**src/rtl/vram_text_console.sv**
```systemverilog
// Byte-stream to VRAM write-port converter for a 32x32 text screen: cursor
// tracking, auto-wrap, line clearing and hardware vertical scroll.
module vram_text_console #(
    parameter logic [7:0]  C_FILL_CHR  = 8'h20,
    parameter int unsigned C_LF_CR     = 1,
    parameter int unsigned C_AUTO_WRAP = 1
) (
    input  logic       CK_i,
    input  logic       AR_i,
    input  logic       CK_EE_i,
    input  logic [7:0] DAT_i,
    input  logic       DAT_VALID_i,
    output logic       DAT_READY_o,
    output logic [7:0] VRAM_WDs_o,
    output logic [9:0] VRAM_WAs_o,
    output logic       VRAM_WE_o,
    output logic [7:0] V_SCROLLs_o,
    output logic [4:0] CUR_COLs_o,
    output logic [4:0] CUR_ROWs_o,
    output logic       BUSY_o
);

    typedef enum logic [1:0] {
        ST_IDLE,
        ST_WRITE,
        ST_CLR_LINE,
        ST_CLR_ALL
    } state_t;

    state_t     state_q, state_d;
    logic [4:0] col_q, col_d;
    logic [4:0] row_q, row_d;
    logic [4:0] top_q, top_d;
    logic [9:0] ctr_q, ctr_d;
    logic       we_q, we_d;
    logic [7:0] wd_q, wd_d;
    logic [9:0] wa_q, wa_d;
    logic [7:0] vs_q, vs_d;
    logic       ready_q, ready_d;
    logic       busy_q, busy_d;

    logic [4:0] prow;
    logic [4:0] top_inc;
    logic       accept;
    logic       newline;

    always_comb begin
        state_d = state_q;
        col_d   = col_q;
        row_d   = row_q;
        top_d   = top_q;
        ctr_d   = ctr_q;
        we_d    = 1'b0;
        wd_d    = wd_q;
        wa_d    = wa_q;
        vs_d    = vs_q;
        newline = 1'b0;
        prow    = top_q + row_q;
        top_inc = top_q + 5'd1;
        accept  = DAT_VALID_i && ready_q;

        case (state_q)
            ST_IDLE: begin
                if (accept) begin
                    if (DAT_i >= 8'h20) begin
                        we_d    = 1'b1;
                        wd_d    = DAT_i;
                        wa_d    = {prow, col_q};
                        state_d = ST_WRITE;
                    end else begin
                        // Non-printing codes pass through WRITE without a strobe
                        // so READY always drops for one enable after acceptance.
                        state_d = ST_WRITE;
                        case (DAT_i)
                            8'h0D: col_d = '0;
                            8'h0A: begin
                                newline = 1'b1;
                                if (C_LF_CR != 0) col_d = '0;
                            end
                            8'h08: if (col_q != '0) col_d = col_q - 5'd1;
                            8'h0C: begin
                                col_d   = '0;
                                row_d   = '0;
                                top_d   = '0;
                                vs_d    = '0;
                                ctr_d   = '0;
                                state_d = ST_CLR_ALL;
                            end
                            default: ;
                        endcase
                    end
                end
            end
            ST_WRITE: begin
                state_d = ST_IDLE;
                if (we_q) begin
                    if (col_q != 5'd31) begin
                        col_d = col_q + 5'd1;
                    end else if (C_AUTO_WRAP != 0) begin
                        col_d   = '0;
                        newline = 1'b1;
                    end
                end
            end
            ST_CLR_LINE: begin
                we_d  = 1'b1;
                wd_d  = C_FILL_CHR;
                wa_d  = {prow, ctr_q[4:0]};
                ctr_d = ctr_q + 10'd1;
                if (ctr_q[4:0] == 5'd31) state_d = ST_IDLE;
            end
            ST_CLR_ALL: begin
                we_d  = 1'b1;
                wd_d  = C_FILL_CHR;
                wa_d  = ctr_q;
                ctr_d = ctr_q + 10'd1;
                if (ctr_q == 10'd1023) state_d = ST_IDLE;
            end
            default: state_d = ST_IDLE;
        endcase

        if (newline) begin
            if (row_q != 5'd31) begin
                row_d   = row_q + 5'd1;
                state_d = (state_q == ST_IDLE) ? ST_WRITE : ST_IDLE;
            end else begin
                top_d   = top_inc;
                vs_d    = {top_inc, 3'b000};
                ctr_d   = '0;
                state_d = ST_CLR_LINE;
            end
        end

        // After a clear, READY and BUSY change one enable late, together with WE falling.
        ready_d = (state_d == ST_IDLE) && (state_q == ST_IDLE || state_q == ST_WRITE);
        busy_d  = (state_d == ST_CLR_LINE) || (state_d == ST_CLR_ALL) ||
                  (state_q == ST_CLR_LINE) || (state_q == ST_CLR_ALL);
    end

    always_ff @(posedge CK_i or posedge AR_i) begin
        if (AR_i) begin
            state_q <= ST_CLR_ALL;
            col_q   <= '0;
            row_q   <= '0;
            top_q   <= '0;
            ctr_q   <= '0;
            we_q    <= 1'b0;
            wd_q    <= '0;
            wa_q    <= '0;
            vs_q    <= '0;
            ready_q <= 1'b0;
            busy_q  <= 1'b1;
        end else if (CK_EE_i) begin
            state_q <= state_d;
            col_q   <= col_d;
            row_q   <= row_d;
            top_q   <= top_d;
            ctr_q   <= ctr_d;
            we_q    <= we_d;
            wd_q    <= wd_d;
            wa_q    <= wa_d;
            vs_q    <= vs_d;
            ready_q <= ready_d;
            busy_q  <= busy_d;
        end
    end

    assign DAT_READY_o = ready_q;
    assign VRAM_WDs_o  = wd_q;
    assign VRAM_WAs_o  = wa_q;
    assign VRAM_WE_o   = we_q;
    assign V_SCROLLs_o = vs_q;
    assign CUR_COLs_o  = col_q;
    assign CUR_ROWs_o  = row_q;
    assign BUSY_o      = busy_q;

endmodule

```
**config.mk**
```make
export PLATFORM = sky130hd
export DESIGN_NAME = vram_text_console
export DESIGN_NICKNAME = d
export VERILOG_FILES = /design/src/rtl/vram_text_console.sv
export SDC_FILE = /design/constraint.sdc
export NUM_CORES = 1
export LEC_CHECK = 0
export ABC_AREA = 1
export BUFFER_PORTS_ARGS = -buffer_cell sky130_fd_sc_hd__buf_2
export CORE_MARGIN = 1
export CORE_UTILIZATION = 60
export DETAILED_ROUTE_END_ITERATION = 10
export PLACE_DENSITY = 0.84
export RECOVER_POWER = 100
export SYNTH_ARGS = -nofsm -noshare
export SYNTH_HDL_FRONTEND = slang
export SYNTH_SLANG_ARGS = --single-unit
```
**constraint.sdc**
```tcl
create_clock -name CK_i -period 4.03 [get_ports CK_i]
set_input_delay 0.403 -clock CK_i [delete_from_list [all_inputs] [get_ports CK_i]]
set_output_delay 0.403 -clock CK_i [all_outputs]
set_load 0.02 [all_outputs]
```
# Word-level counts from Yosys, hierarchy flattened

Cells that the tools add are included.
Widths: inputs -> output; s select.

Memory bits (read-only): 0
Logic and storage cells: 109
Bits in registers: 56
Input bits: 12
Output and inout bits: 39
RAM bits: 0
Bits in latches: 0
Memories: 0

$mul: 0
Eq/ne operators: 19
Reductions and logical operators: 17
Bitwise gates (word level): 0
Multiplexer cells: 55
Add/subtract/negate cells: 6
Divide/modulo/power cells: 0
Shift operators: 0
Order comparisons: 1

Operators by type and width:

| kind                  | count |
|---|---|
| $mux 5                | 17 |
| $mux 10               | 7 |
| $mux 8                | 8 |
| $eq 8x4->1 const B    | 4 |
| $pmux 10 s3           | 1 |
| $pmux 10 s2           | 1 |
| $pmux 5 s2            | 2 |
| $pmux 8 s2            | 1 |
| $add 5x1->5 const B   | 3 |
| $mux 2                | 7 |
| $add 10x1->10 const B | 1 |
| $eq 10x10->1 const B  | 1 |
| $ne 5x5->1 const B    | 2 |
| $eq 2x2->1 const B    | 4 |
| $ge 8x6->1 const B    | 1 |
| $mux 1                | 8 |
| $ne 2x2->1 const B    | 4 |
| $pmux 2 s4            | 1 |
| $reduce_and 4->1      | 2 |
| $reduce_and 7->1      | 1 |
| $add 5x5->5           | 1 |
| $eq 5x5->1 const B    | 1 |
| $reduce_bool 5->1     | 1 |
| $sub 5x1->5 const B   | 1 |
| 11 further kinds      | 18 |

# Depth between registers and ports, before layout

Word-level depth: 10
Depth in mapped cells: 12

# Worst setup path before layout

Ideal clock, no wire load.

Path kind: register -> register
Start point: register row_q[0] (netlist: CUR_ROWs_o[0])
End point: register wa_q[9] (netlist: VRAM_WAs_o[9])
Library setup time: 0.116 ns
Buffers on the path: 0
Setup slack: 2.233 ns
Required time: 3.914 ns
Arrival: 1.681 ns
Cell stages (with the launch flop): 10
Clock period less this slack: 1.797 ns
Cell sequence: dfrtp_1 -> ha_1 -> fa_1 -> a21oi_1 -> nor2_1 -> nor2_1 -> xor2_1 -> nand2_1 -> nand2_1 -> nand2_1

Longest elaborated chain between the ends: 4

Ends and longest elaborated chain:

| element                | RTL line | RTL |
|---|---|---|
| start, declared        | 32       | `logic [4:0] row_q, row_d;` |
| start signal, assigned | 156      | `row_q <= row_d;` |
| $add 5x5->5 *          | 58       | `prow = top_q + row_q;` |
| $mux 10                | 65       | `if (DAT_i >= 8'h20) begin` |
| $mux 10                | 64       | `if (accept) begin` |
| $pmux 10 s3 *          | 62       | `case (state_q)` |
| end signal, assigned   | 161      | `wa_q <= wa_d;` |
| end, declared          | 37       | `logic [9:0] wa_q, wa_d;` |

Every way passes the cells marked *; elsewhere a longest branch is shown, timed or not. The select of a mux whose other input is x is not followed.
A chain may end at the register's enable or synchronous reset.

# Final worst setup path

Start point: register state_q[1]
End point: register wa_q[6] (netlist: VRAM_WAs_o[6])

Longest elaborated chain between the ends: 3
Elaborated cells between the ends (all ways): 8
Those cells by class: eq/ne (4); mux (1); reduce/logical (3)

Ends and longest elaborated chain:

| element                                                          | RTL line | RTL |
|---|---|---|
| start, declared                                                  | 30       | `state_t state_q, state_d;` |
| start signal, assigned                                           | 154      | `state_q <= state_d;` |
| $eq 2x2->1 / $logic_not 2->1 (equally long branches)             | 62       |  |
| $reduce_bool 3->1 (no line) / $ne 2x2->1 (equally long branches) | n/a      |  |
| $reduce_and 4->1 (no line)                                       | n/a      |  |

Several ways; a longest one is shown, not always the timed one.

==> impl_metrics.csv <==
group,metric,value,unit
finish,syn2layout_area_growth,8.75,%
global_routing,grt_pass1_wl,11700,µm
timing,drv_slew,0,
timing,relSlewSlack,34.7,%
setup_path,path_cells,"inv_6 > nand2_4 > nor2_1 > nor2_2 > nand2_1 > inv_2 > nor2_1 > a31oi_1",
die,start_util,63.3,%
setup_path,timing_worst_setup_path_type,"register to register",
timing,period_share,67.2,%
synthesis,synth_most_common_cell,"nand2_1",
die,ios,51,
finish,fin_nets,500,
cts,cts_hold_buf,0,
cts,h-tree-depth,2,
detailed_routing,vias,2974,
synthesis,yosysWarnings,0,
detailed_routing,viasPerCell,5.46,
die,rows,26,
global_routing,overflow,0,
timing,final-setup-viol-count,0,
place,port-buffer-count,50,
global_routing,grt.total_usage,27.1,%
cts,path_clk_slew,100,ps
setup_path,r2r-start,"state_q[1]$_DFFE_PP1P_",
hold_path,min_path_type,"primary input to async pin",
cts,tritoncts,"built",
synthesis,synth.top_cell.area_share,40.5,%
cts,cts_sinks,56,
place,gp_congestion,0.886,
setup_path,cp_top_family,"flip-flops",
cts,cts_root_buf,"clkbuf_8",
timing,clock_skew,6.77,ps
place,post-dp-hpwl,5330,µm
synthesis,synth_top_cell_by_area,"dfrtp_1",
synthesis,avgSynthCellArea,7.67,µm²
finish,diodes,0,
setup_path,crit_path_max_fanout,25,
finish,drive_above_1_share,6.95,%
global_routing,grt_max_degree,57,
pwr,leakage,1.81,nW
pwr,power_density,597,nW/µm²
pwr,peakVddDrop,361,µV
setup_path,crit_path_start,"state_q[1]$_DFFE_PP1P_",
setup_path,cp-end-kind,"register",
timing,period_needed,2710,ps
timing,fmax,369,MHz
global_routing,antenna_found_initial,0,
die,dieArea,5760,µm²
global_routing,grt_pass1_vias,2597,
cts,cts_resized,0,
synthesis,syn_nets,453,
synthesis,syn_area,3280,µm²
setup_path,crit_top_cell,"nor2_1",
setup_path,cp.depth,8,
synthesis,yosysSeqAreaShare,42.9,%
synthesis,postSynthCellCount,427,
die,die_y,75.9,µm
detailed_routing,drt-pass1-iter-count,7,
setup_path,r2r-end,"VRAM_WAs_o[6]$_DFFE_PP0P_",
setup_path,start_kind,"register",
setup_path,rr_worst_depth,8,
synthesis,synth_edf_count,0,
setup_path,crit_arrival,2950,ps
setup_path,regToRegSetupSlack,1320,ps
detailed_routing,avgRoutedWirePerCell,13.5,µm
detailed_routing,ant_nets,0,
timing,whs,278,ps
cts,post_cts_buffers,0,
synthesis,ys_top_cells_by_area,"dfrtp_1, nand2_1, nand3_1, ha_1, inv_1",
setup_path,cp_slowest_stage_delay,1170,ps
die,fp.coreArea,5170,µm²
timing,setup_tns,0,ps
timing,hold_viol,0,
job,cap_viol_max_count,0,
setup_path,cp_num_buf_inv,2,
setup_path,critical-path-slowest-cell,"dfstp_1",
timing,worst_pin_slew,980,ps
die,die_width,75.9,µm
setup_path,required,4270,ps
detailed_routing,finalWirelength,7350,µm
cts,cts_max_path_buffers,2,
synthesis,synth_cell_types,32,
synthesis,synthFlopType,"dfrtp_1",
cts,insertion_delay,310,ps
cts,cts-buffers-inserted,5,
run_status,status,"completed",
synthesis,ys_ff_latch,56,
detailed_routing,drt_iter0_drc,258,
synthesis,yosys-top-cells-count,"nand2_1, dfrtp_1, inv_1",
detailed_routing,remaining_drc_errors,0,
finish,fin_util,68.9,%
timing,rsz0062_at_grt,"no",
setup_path,crit_end,"VRAM_WAs_o[6]$_DFFE_PP0P_",
synthesis,synth-async-reset-ratio,100,%
power by group:
group / internal [W] / switching (W) / total [W]
registers: 0.000725 / 0.000201 / 0.000926
clock network: 0.000184 / 0.000187 / 0.000371
logic: 0.000270 / 0.000559 / 0.000829
how the worst min path moves through the flow:
stage	to	depth (start not counted)
2_1_floorplan	top_q[3]$_DFFE_PP0P_	2
3_3_place_gp	V_SCROLLs_o[6]$_DFFE_PP0P_	2
3_5_place_dp	V_SCROLLs_o[5]$_DFFE_PP0P_	2
4_1_cts	CUR_COLs_o[4]$_DFFE_PP0P_	3
5_1_grt	VRAM_WAs_o[7]$_DFFE_PP0P_	3
6_report	V_SCROLLs_o[0]$_DFFE_PP0P_	3
flip-flops by register name, summed over array words and instances (netlist names):
signal       flops
top_q            5
DAT_READY_o      1
CUR_COLs_o       5
VRAM_WE_o        1
VRAM_WAs_o      10
BUSY_o           1
ctr_q           10
VRAM_WDs_o       8
CUR_ROWs_o       5
V_SCROLLs_o      8
state_q          2
worst reg2reg max path: cells and delay by family (launching register included):
| kind | cells | cell delay [ps] |
|---|---|---|
| AO/OA/AOI/OAI | 1 | 140 |
| buffers and inverters | 2 | 520 |
| flip-flops | 1 | 1170 |
| AND/OR/NAND/NOR | 5 | 810 |
metrics by stage:
| step | power, W | area (µm²) | setup slack, ps | std cells |
|---|---|---|---|---|
| after global placement | 0.00177 | 3550 | 2130 | 537 |
| after detailed placement | 0.00180 | 3550 | 2040 | 537 |
| after floorplan | 0.00156 | 3280 | 2230 | 427 |
| after global routing | 0.00229 | 3560 | 1040 | 545 |
| final | 0.00213 | 3560 | 1320 | 545 |
| after CTS | 0.00217 | 3660 | 2030 | 545 |
cell usage in the layout (no fill, tap or decap), types with 7 or more instances in the layout:
cell	instances
nand2_1	137
dfrtp_1	53
inv_1	44
nor2_1	41
nand3_1	41
clkbuf_1	39
o21ai_0	32
ha_1	13
buf_2	11
a21oi_1	8
o31ai_1	7
final cells by class:
type | instances | area (µm²)
Clock buffer | 5 | 68.8
Tap cell | 70 | 87.6
Sequential cell | 56 | 1410
Inverter | 47 | 181
Timing Repair Buffer | 51 | 209
Clock inverter | 3 | 42.5
Fill cell | 438 | 1610
Multi-Input combinational cell | 313 | 1570
routing by layer:
layer,routed length [µm],GRT usage [%],up-vias
met5,0,0,-
met4,105,7.20,0
met3,461,4.10,14
met2,3340,44.0,109
met1,3440,38.0,1385
li1,-,-,1466
cell families after synthesis:
group,Yosys count,share of synthesized area (%)
AND/OR/NAND/NOR,232,31.3
buffers and inverters,58,7.79
AO/OA/AOI/OAI,56,9.47
flip-flops,56,42.9
adder cells (fa/ha/maj),14,5.58
XOR/XNOR,10,2.67
multiplexers,1,0.306
Note: power is estimated with default switching activity, not from simulation.
